**config.mk**
```make
export PLATFORM = sky130hd
export DESIGN_NAME = warp_ahb_arbiter
export DESIGN_NICKNAME = d
export VERILOG_FILES = /design/src/rtl/warp_ahb_pkg.sv /design/src/rtl/warp_ahb_req_mux.sv /design/src/rtl/warp_ahb_arbiter.sv
export SDC_FILE = /design/constraint.sdc
export NUM_CORES = 1
export LEC_CHECK = 0
export BUFFER_PORTS_ARGS = -buffer_cell sky130_fd_sc_hd__buf_4
export CORE_AREA = 5 5 249 251
export DETAILED_ROUTE_END_ITERATION = 8
export DIE_AREA = 0 0 254 256
export GPL_TIMING_DRIVEN = 0
export PLACE_DENSITY = 0.31
export SLEW_MARGIN = 20
export SYNTH_ARGS = -nofsm -noshare
export SYNTH_HDL_FRONTEND = slang
export SYNTH_SLANG_ARGS = --single-unit
export TNS_END_PERCENT = 30
```
**constraint.sdc**
```tcl
create_clock -name i_clk -period 1.6 [get_ports i_clk]
set_input_delay 0.32 -clock i_clk [delete_from_list [all_inputs] [get_ports i_clk]]
set_output_delay 0.32 -clock i_clk [all_outputs]
set_load 0.02 [all_outputs]
```
**src/rtl/warp_ahb_pkg.sv**
```systemverilog
// Shared AHB5 encodings and arbiter state type for the warp memory-side arbiter.
package warp_ahb_pkg;
  localparam logic [1:0] HTRANS_IDLE   = 2'b00;
  localparam logic [1:0] HTRANS_BUSY   = 2'b01;
  localparam logic [1:0] HTRANS_NONSEQ = 2'b10;
  localparam logic [1:0] HTRANS_SEQ    = 2'b11;

  localparam logic [2:0] HBURST_SINGLE = 3'b000;
  localparam logic [2:0] HBURST_INCR   = 3'b001;
  localparam logic [2:0] HBURST_WRAP4  = 3'b010;
  localparam logic [2:0] HBURST_INCR4  = 3'b011;
  localparam logic [2:0] HBURST_WRAP8  = 3'b100;
  localparam logic [2:0] HBURST_INCR8  = 3'b101;
  localparam logic [2:0] HBURST_WRAP16 = 3'b110;
  localparam logic [2:0] HBURST_INCR16 = 3'b111;

  localparam logic [2:0] HSIZE_BYTE  = 3'b000;
  localparam logic [2:0] HSIZE_HALF  = 3'b001;
  localparam logic [2:0] HSIZE_WORD  = 3'b010;
  localparam logic [2:0] HSIZE_DWORD = 3'b011;

  localparam logic HRESP_OKAY  = 1'b0;
  localparam logic HRESP_ERROR = 1'b1;

  typedef enum logic [1:0] {
    ARB_IDLE = 2'd0,
    ARB_M0   = 2'd1,
    ARB_M1   = 2'd2
  } arb_state_e;
endpackage

```
**src/rtl/warp_ahb_req_mux.sv**
```systemverilog
// Two-way select of one manager request bundle; forces all-zero (IDLE) when disabled.
module warp_ahb_req_mux #(
  parameter int W = 8
) (
  input  logic         en,
  input  logic         sel,
  input  logic [W-1:0] req0,
  input  logic [W-1:0] req1,
  output logic [W-1:0] out
);
  assign out = !en ? '0 : (sel ? req1 : req0);
endmodule

```
**src/rtl/warp_ahb_arbiter.sv**
```systemverilog
// Two-manager AHB5 arbiter (icache = m0, dcache = m1) onto one subordinate port.
// Define WARP_ARB_RR_EN for round-robin tie-break; default is fixed dcache priority.
module warp_ahb_arbiter import warp_ahb_pkg::*; #(
  parameter int AW = 64,
  parameter int DW = 64
) (
  input  logic            i_clk,
  input  logic            i_rst,
  input  logic [AW-1:0]   i_m0_haddr,
  input  logic [1:0]      i_m0_htrans,
  input  logic [2:0]      i_m0_hburst,
  input  logic [2:0]      i_m0_hsize,
  input  logic [3:0]      i_m0_hprot,
  input  logic            i_m0_hwrite,
  input  logic            i_m0_hmastlock,
  input  logic [DW-1:0]   i_m0_hwdata,
  input  logic [DW/8-1:0] i_m0_hwstrb,
  output logic [DW-1:0]   o_m0_hrdata,
  output logic            o_m0_hready,
  output logic            o_m0_hresp,
  input  logic [AW-1:0]   i_m1_haddr,
  input  logic [1:0]      i_m1_htrans,
  input  logic [2:0]      i_m1_hburst,
  input  logic [2:0]      i_m1_hsize,
  input  logic [3:0]      i_m1_hprot,
  input  logic            i_m1_hwrite,
  input  logic            i_m1_hmastlock,
  input  logic [DW-1:0]   i_m1_hwdata,
  input  logic [DW/8-1:0] i_m1_hwstrb,
  output logic [DW-1:0]   o_m1_hrdata,
  output logic            o_m1_hready,
  output logic            o_m1_hresp,
  output logic [AW-1:0]   o_s_haddr,
  output logic [1:0]      o_s_htrans,
  output logic [2:0]      o_s_hburst,
  output logic [2:0]      o_s_hsize,
  output logic [3:0]      o_s_hprot,
  output logic            o_s_hwrite,
  output logic            o_s_hmastlock,
  output logic [DW-1:0]   o_s_hwdata,
  output logic [DW/8-1:0] o_s_hwstrb,
  input  logic [DW-1:0]   i_s_hrdata,
  input  logic            i_s_hready,
  input  logic            i_s_hresp,
  output logic [1:0]      o_grant
);
  localparam int AREQ_W = AW + 2 + 3 + 3 + 4 + 1 + 1;
  localparam int WREQ_W = DW + DW/8;

  arb_state_e state, state_nxt;
  logic       req0, req1, rel0, rel1, tie_m1;
  logic       owner, d_owner, d_valid;

  assign req0 = (i_m0_htrans == HTRANS_NONSEQ);
  assign req1 = (i_m1_htrans == HTRANS_NONSEQ);
  assign rel0 = i_s_hready && (i_m0_htrans == HTRANS_IDLE) && !i_m0_hmastlock;
  assign rel1 = i_s_hready && (i_m1_htrans == HTRANS_IDLE) && !i_m1_hmastlock;

`ifdef WARP_ARB_RR_EN
  logic rr_last;
  always_ff @(posedge i_clk or posedge i_rst) begin
    if (i_rst)                                         rr_last <= 1'b0;
    else if (state_nxt == ARB_M0 && state != ARB_M0)   rr_last <= 1'b0;
    else if (state_nxt == ARB_M1 && state != ARB_M1)   rr_last <= 1'b1;
  end
  assign tie_m1 = !rr_last;
`else
  assign tie_m1 = 1'b1;
`endif

  always_ff @(posedge i_clk or posedge i_rst) begin
    if (i_rst) state <= ARB_IDLE;
    else       state <= state_nxt;
  end

  always_comb begin
    state_nxt = state;
    case (state)
      ARB_IDLE: begin
        if (req0 && req1) state_nxt = tie_m1 ? ARB_M1 : ARB_M0;
        else if (req1)    state_nxt = ARB_M1;
        else if (req0)    state_nxt = ARB_M0;
      end
      ARB_M0:  if (rel0) state_nxt = req1 ? ARB_M1 : ARB_IDLE;
      ARB_M1:  if (rel1) state_nxt = req0 ? ARB_M0 : ARB_IDLE;
      default: state_nxt = ARB_IDLE;
    endcase
  end

  assign owner   = (state == ARB_M1);
  assign o_grant = {state == ARB_M1, state == ARB_M0};

  // Data phase belongs to whoever owned the address phase when it was accepted.
  always_ff @(posedge i_clk or posedge i_rst) begin
    if (i_rst) begin
      d_valid <= 1'b0;
      d_owner <= 1'b0;
    end else if (i_s_hready) begin
      d_valid <= o_s_htrans[1];
      d_owner <= owner;
    end
  end

  logic [AREQ_W-1:0] areq0, areq1, s_areq;
  logic [WREQ_W-1:0] wreq0, wreq1, s_wreq;

  assign areq0 = {i_m0_haddr, i_m0_htrans, i_m0_hburst, i_m0_hsize, i_m0_hprot,
                  i_m0_hwrite, i_m0_hmastlock};
  assign areq1 = {i_m1_haddr, i_m1_htrans, i_m1_hburst, i_m1_hsize, i_m1_hprot,
                  i_m1_hwrite, i_m1_hmastlock};
  assign wreq0 = {i_m0_hwdata, i_m0_hwstrb};
  assign wreq1 = {i_m1_hwdata, i_m1_hwstrb};

  warp_ahb_req_mux #(.W(AREQ_W)) u_amux (
    .en(state != ARB_IDLE), .sel(owner), .req0(areq0), .req1(areq1), .out(s_areq)
  );
  warp_ahb_req_mux #(.W(WREQ_W)) u_wmux (
    .en(d_valid), .sel(d_owner), .req0(wreq0), .req1(wreq1), .out(s_wreq)
  );

  assign {o_s_haddr, o_s_htrans, o_s_hburst, o_s_hsize, o_s_hprot,
          o_s_hwrite, o_s_hmastlock} = s_areq;
  assign {o_s_hwdata, o_s_hwstrb} = s_wreq;

  assign o_m0_hrdata = i_s_hrdata;
  assign o_m1_hrdata = i_s_hrdata;

  // Non-owners see zero-wait IDLE responses; a waiting NONSEQ is stalled.
  assign o_m0_hready = (state == ARB_M0 || (d_valid && !d_owner)) ? i_s_hready
                                                                   : (i_m0_htrans == HTRANS_IDLE);
  assign o_m1_hready = (state == ARB_M1 || (d_valid &&  d_owner)) ? i_s_hready
                                                                   : (i_m1_htrans == HTRANS_IDLE);
  assign o_m0_hresp  = (d_valid && !d_owner) ? i_s_hresp : HRESP_OKAY;
  assign o_m1_hresp  = (d_valid &&  d_owner) ? i_s_hresp : HRESP_OKAY;
endmodule

```
==> out/summary.md, run 1 <==
Job
- 0 — number of maximum-capacitance constraint violations

Final layout
- 2180 sq um — area of the multi-input gates
- 1,404 — Post-layout nets
- 103 sq um — sequential cell area
- 78.6% — share of final-layout standard cells stronger than drive strength 1
- 0 — Antenna Diode Count
- 201% — synth-to-layout area growth
- 6,783 — fill cell instance count of the final layout

Yosys
- 784 — Mapped Nets
- 0 — synthesis warning total
- 7.90 sq um — average size of a mapped cell
- 24 — number of distinct library cells after synthesis
- 0% — arithmetic-cell share of the synthesized area counting full adders, half adders and majority gates
- sky130_fd_sc_hd__buf_4 — leading cell type by number of instances after synthesis
- 0 — count of flip-flops with a built-in enable after synthesis
- 100% — Synth async-reset ratio
- 22.9% — fraction of synthesized area in multiplexers
- sky130_fd_sc_hd__buf_4 — cell taking the most area after synthesis
- buffers and inverters — largest family of logic cells by synthesized area
- 416 — post-synthesis cell count
- 15.8% — simple-gate share of the synthesized area
- 3.05% — sequential element share of the synthesized area
- sky130_fd_sc_hd__dfrtp_1 — prevailing post-synth register cell
- 3280 sq um — cell area after synthesis
- 22.2% — share of the synthesized area in compound gates (AO/OA/AOI/OAI)
- sky130_fd_sc_hd__buf_4, sky130_fd_sc_hd__a22o_1, sky130_fd_sc_hd__nor2b_1 — Post-synth top cells
- sky130_fd_sc_hd__buf_4, sky130_fd_sc_hd__mux2i_1, sky130_fd_sc_hd__a22o_1 — largest cells by area after synthesis
- 4 — number of storage elements in the synthesis netlist
- 0% — post-synthesis xor/xnor area fraction
- 30.2% — portion of synthesized cell area occupied by the leading cell type

Clocking
- sky130_fd_sc_hd__clkbuf_16 — CTS root buffer
- 230 ps — insertion delay of the later-clocked pin in the worst-skew pair
- 1 — total number of H-tree levels
- 2 — number of buffers on the longest clock path
- 4 — number of sinks driven by the clock tree
- 30 ps — clock transition time at the flip-flop clock pins of the worst setup and hold paths
- yes — CTS tree
- 0 — number of buffers inserted for hold repair after clock tree synthesis
- 3 — Inserted Clock Buffers

GRT
- 37,400 microns — wire length of the first global-routing pass
- 7.58% — global-route usage over all layers
- 0 — leftover overflow at the end of global routing
- 11 — pin count of the biggest net entering global routing
- 5,652 — via count of the first global-routing pass
- 0 — antenna violations before repair

Setup path
- flop — Setup crit start kind
- flop to primary output — worst setup path class
- 1630 ps — Worst Path Arrival
- primary output — category of the worst setup path capture point
- 1280 ps — Data required, critical path
- 9 — worst-path maximum fanout

STA
- 155 — Final Setup Violations
- 0 — Hold Vio Cnt, Final
- 0 — Max Slew Vio Count
- 334 ps — transition time at the pin with the least slew margin
- 77.3% — worst-case headroom to the max-slew limit
- 512 MHz — maximum clock rate
- 1950 ps — final critical delay including setup and external delays
- -352 ps — final setup margin
- 3.53 ps — final worst clock skew
- true — RSZ-0062 raised after global routing
- 122% — Tcrit/Tclk final

Drt
- 0 — residual antenna-violating net count after detailed routing
- 4 — detailed-router iteration count before antenna repair
- 28,900 microns — wirelength, routed
- 102 — First DRT Iteration DRCs
- 5,352 — vias after detailed routing
- 15.9 microns — post-detailed-route wirelength per cell
- 2.95 — via-per-instance ratio
- 0 — Remaining DRCs

Floorplanning
- 256 microns — die outline height
- 254 microns — width of the die
- 90 — Rows
- 652 — I/O pin cnt
- 5.50% — Initial Util
- 59,700 sq um — core area
- 65,000 sq um — die area

Power
- 5.05 nW — Static Leak
- 14.2 mW — PnR Total Power
- 1430 nW/um^2 — power density normalized to cell area
- 0.000813 V — maximum resistive drop on vdd

Run status
- finished with violations — result of the run
- negative setup slack — violated checks

Placement
- 587 — number of port buffers
- 24,800 microns — detailed placement HPWL
- -997 ps — placement-stage worst setup slack
- 0.778 — gp weighted congestion

Hold path
- primary input to async pin — worst min path class

[final cells by class]
cell class	instances	share of cell area, %
repair buffers	616	51.1
multi-input cells	245	22.1
plain buffers	163	15.1
well taps	782	9.89
flip-flops and latches	4	1.04
clock buffers	3	0.759
inverters	3	0.114
[worst max-delay path, stage by stage (launching register included)]
cell and delay (ps):
sky130_fd_sc_hd__dfrtp_2 450, sky130_fd_sc_hd__buf_12 160, sky130_fd_sc_hd__buf_12 150, sky130_fd_sc_hd__buf_12 140, sky130_fd_sc_hd__mux2i_1 110, sky130_fd_sc_hd__nor2b_1 200, sky130_fd_sc_hd__buf_4 190
[registers in the layout (all words and copies together), names as in the netlist]
signal,cells
d_owner,1
d_valid,1
state,2
[where the power goes]
part / leakage (nW) / total (mW) / internal, mW / switching [mW]
clock: 0.0370 / 0.392 / 0.320 / 0.0728
sequential: 0.0480 / 0.236 / 0.154 / 0.0818
combinational: 4.96 / 13.5 / 7.05 / 6.48
total: 5.05 / 14.2 / 7.53 / 6.64
[layout by cell type, fill, tap and decap left out, types with 2 or more instances in the layout]
cell type / Yosys / routed
sky130_fd_sc_hd__a22o_1: 78 / 67
sky130_fd_sc_hd__clkbuf_8: 0 / 4
sky130_fd_sc_hd__clkbuf_2: 0 / 3
sky130_fd_sc_hd__buf_6: 6 / 59
sky130_fd_sc_hd__nor2b_1: 74 / 69
sky130_fd_sc_hd__dfrtp_1: 4 / 2
sky130_fd_sc_hd__buf_2: 11 / 2
sky130_fd_sc_hd__mux2i_1: 73 / 67
sky130_fd_sc_hd__dfrtp_2: 0 / 2
sky130_fd_sc_hd__nor2_1: 4 / 3
sky130_fd_sc_hd__clkbuf_16: 0 / 13
sky130_fd_sc_hd__nor2b_2: 1 / 5
sky130_fd_sc_hd__buf_16: 0 / 3
sky130_fd_sc_hd__buf_4: 132 / 676
sky130_fd_sc_hd__buf_12: 0 / 14
sky130_fd_sc_hd__mux2i_2: 0 / 3
sky130_fd_sc_hd__a22o_4: 0 / 11
sky130_fd_sc_hd__mux2i_4: 0 / 3
sky130_fd_sc_hd__inv_1: 2 / 2
sky130_fd_sc_hd__buf_8: 0 / 7
sky130_fd_sc_hd__nand2_1: 3 / 3
[what timing repair did]
action | in CTS | in global routing
pin swaps | 0 | 32
hold endpoints to repair | 0 | 0
setup buffers | 9 | 8
resized for setup | 93 | 100
cloned | 4 | 9
setup endpoints to repair | 157 | 155
[path summary, 6_finish.rpt]
| kind | startpoint | end | slack [ps] | cells past startpoint |
|---|---|---|---|---|
| hold / removal | i_rst | d_owner$_DFFE_PP0P_ | 20 | 2 |
| setup reg to reg | state[0]$_DFFE_PP0P_ | state[0]$_DFFE_PP0P_ | 280 | 5 |
| hold reg to reg | state[1]$_DFFE_PP0P_ | state[1]$_DFFE_PP0P_ | 690 | 4 |
| max in group asynchronous | i_rst | d_valid$_DFFE_PP0P_ | 1370 | 2 |
| min in group i_clk | i_s_hready | d_owner$_DFFE_PP0P_ | 340 | 2 |
| setup / recovery | d_owner$_DFFE_PP0P_ | o_s_hwdata[15] | -350 | 6 |
[kinds of logic after synthesis]
| group | count (synthesis) |
|---|---|
| AOI/OAI and AO/OA | 85 |
| buffers and inverters | 167 |
| DFF | 4 |
| muxes | 75 |
| and+or+nand+nor | 85 |
[layer usage]
metal  global-route usage [%]  wire, microns  up-vias
met5                        0              0        -
met4                     1.07            378        0
met3                     1.92           2960       18
met2                     15.7          16100      391
met1                     7.61           9500     2366
li1                         -              -     2577
[through the flow]
| stage | TNS [ps] | hold slack [ps] | instances | cell area (sq um) | util (%) |
|---|---|---|---|---|---|
| 3_5_place_dp | -66190 | 260 | 1785 | 8670 | 14.5 |
| 2_1_floorplan | -132 | 86.1 | 416 | 3290 | - |
| 3_3_place_gp | -63840 | 264 | 1785 | 8670 | 14.5 |
| 5_1_grt | -47240 | 29.5 | 1816 | 9900 | 16.6 |
| 4_1_cts | -42580 | 22.6 | 1800 | 9240 | 15.5 |
| 6_report | -35670 | 17.7 | 1816 | 9900 | 16.6 |
No activity file was read; power rests on OpenSTA's default activity.
==> inputs of run 2 (changes only) <==
- clock period: 1.6 -> 2.1 ns (I/O delays scaled with it)
==> run 2 against run 1 <==
The flow now finishes without violations. Clock power is 25% lower. Sequential power is 26% lower. Global-route usage is 0.056 points lower. Sequential cell count stayed put. Final area is 8.2% lower. Combinational power is 37% lower. Via count is 0.75% lower. Utilization is 1.4 points lower. First-iteration DRC count is 16% lower. Highest routed layer is now met5.
==> out/summary.md, run 2 (synthesis gave the netlist of run 1 again) <==
Final layout
- 2 — max FFs per register
- sky130_fd_sc_hd__buf_4 — most common library cell in the layout ignoring fill and taps
- 1,798 — post-route insts no fill
- 9080 sq um — finished layout cell area
- 1,384 — Post-layout nets
- state — largest reg by FF count
- sky130_fd_sc_hd__buf_4, sky130_fd_sc_hd__a22o_1, sky130_fd_sc_hd__nor2b_1, sky130_fd_sc_hd__mux2i_1 — most used cells in the layout excluding fill and tap cells
- 77.0% — share of final-layout standard cells stronger than drive strength 1
- 176% — synth-to-layout area growth
- state: 2 flops, d_owner: 1 flops, d_valid: 1 flops — Top Registers

Clocking
- 1 — total number of H-tree levels
- yes — CTS tree
- 4 — number of sinks driven by the clock tree
- 30 ps — clock transition time at the flip-flop clock pins of the worst setup and hold paths
- 220 ps — insertion delay of the later-clocked pin in the worst-skew pair
- 0 — number of buffers inserted for hold repair after clock tree synthesis
- 2 — number of buffers on the longest clock path
- 3 — Inserted Clock Buffers
- sky130_fd_sc_hd__clkbuf_16 — CTS root buffer

Floorplanning
- 256 microns — die outline height
- 59,700 sq um — core area
- 90 — Rows
- 5.50% — Initial Util
- 254 microns — width of the die
- 65,000 sq um — die area
- 652 — I/O pin cnt

Placement
- 0.794 — gp weighted congestion
- 8670 sq um — area after detailed placement
- 25,500 microns — detailed placement HPWL
- 587 — number of port buffers
- 1,785 — number of cells in the design after placement
- -594 ps — placement-stage worst setup slack

Drt
- 2.95 — via-per-instance ratio
- 0 — Remaining DRCs
- 28,100 microns — wirelength, routed
- 4 — detailed-router iteration count before antenna repair
- 86 — First DRT Iteration DRCs
- 0 — residual antenna-violating net count after detailed routing
- 15.6 microns — post-detailed-route wirelength per cell
- 5,312 — vias after detailed routing

STA
- 0 — Hold Vio Cnt, Final
- true — RSZ-0062 raised after global routing
- 0 ps — sum of negative setup slack
- 482 MHz — maximum clock rate
- 26.7 ps — final setup margin
- 0 — Final Setup Violations
- 0 — Max Slew Vio Count
- 1.72 ps — final worst clock skew
- 98.7% — Tcrit/Tclk final
- 2070 ps — final critical delay including setup and external delays
- 550 ps — transition time at the pin with the least slew margin
- 63.3% — worst-case headroom to the max-slew limit

GRT
- 5 — antenna violations before repair
- 37,200 microns — wire length of the first global-routing pass
- 11 — pin count of the biggest net entering global routing
- 5,791 — via count of the first global-routing pass
- 7.52% — global-route usage over all layers
- 0 — leftover overflow at the end of global routing

Power
- 4.60 mW — Net Switching
- 51.1% — sw frac
- 3.3% — power share of the clock group
- 4.41 mW — cell-internal power
- 9.01 mW — PnR Total Power
- 4.70 nW — Static Leak
- 94.8% — Comb power frac
- 1.9% — Seq pwr share
- 992 nW/um^2 — power density normalized to cell area
- 0.000709 V — maximum resistive drop on vdd

Setup path
- buf_12 > buf_12 > buf_4 > mux2i_1 > nor2b_1 > buf_4 — cells along the critical path
- 1680 ps — Data required, critical path
- 1650 ps — Worst Path Arrival
- 5 — worst-path maximum fanout
- 470 ps — delay of the slowest cell on the worst path
- primary output — category of the worst setup path capture point
- flop — Setup crit start kind
- flop to primary output — worst setup path class
- 4 — Buf/Inv on CP
- buffers and inverters — cell family with the largest share of critical-path delay
- sky130_fd_sc_hd__dfrtp_2 — Max stage delay cell, worst path

Job
- 0 — number of maximum-capacitance constraint violations

Hold path
- primary input to async pin — worst min path class

Run status
- complete, no violations — result of the run

## run 2: power groups by stage
stage	Clock (mW)	Combinational (mW)	Sequential, mW
CTS	0.300	8.65	0.176
finish	0.295	8.54	0.175
global route	0.304	9.16	0.182
detailed placement	0	8.14	0.192
floorplan	0	4.49	0.132
global placement	0	8.18	0.196
## run 2: final timing paths
path | from | end | slack (ps) | cells past startpoint
max in group asynchronous | i_rst | d_valid$_DFFE_PP0P_ | 1830 | 2
min in group i_clk | i_s_hready | d_owner$_DFFE_PP0P_ | 440 | 2
worst min-delay path | i_rst | d_owner$_DFFE_PP0P_ | 90 | 2
worst min register to register | state[1]$_DFFE_PP0P_ | state[1]$_DFFE_PP0P_ | 670 | 4
worst max register to register | state[0]$_DFFE_PP0P_ | d_valid$_DFFE_PP0P_ | 770 | 5
worst max-delay path | d_owner$_DFFE_PP0P_ | o_s_hwdata[50] | 30 | 6
## run 2: what timing repair did
action,in CTS,in global routing
gates cloned,0,1
pin swaps,1,1
setup buffers,7,2
hold endpoints to repair,0,0
resized for setup,43,19
setup endpoints to repair,93,37
## run 2: cell type report
class / instances / area (sq um)
diodes: 2 / 5.00
multi-input cells: 245 / 2110
well taps: 782 / 978
flip-flops and latches: 4 / 103
clock buffers: 3 / 75.1
repair buffers: 597 / 4550
inverters: 3 / 11.3
plain buffers: 162 / 1250
fillers: 6872 / 50600
## run 2: per-layer routing
metal  vias up  track usage [%]  routed length, microns
met3        12             2.01                    3100
met4         2             1.19                     269
met1      2379             7.35                    9160
li1       2536                -                       -
met5         -                0                       7
met2       383             15.7                   15500
## run 2: through the flow
stage               utilization, %  hold WS [ps]
finish                        15.2          92.2
global route                  15.2           124
CTS                           15.1           108
detailed placement            14.5           339
global placement              14.5           334
floorplan                        -           186
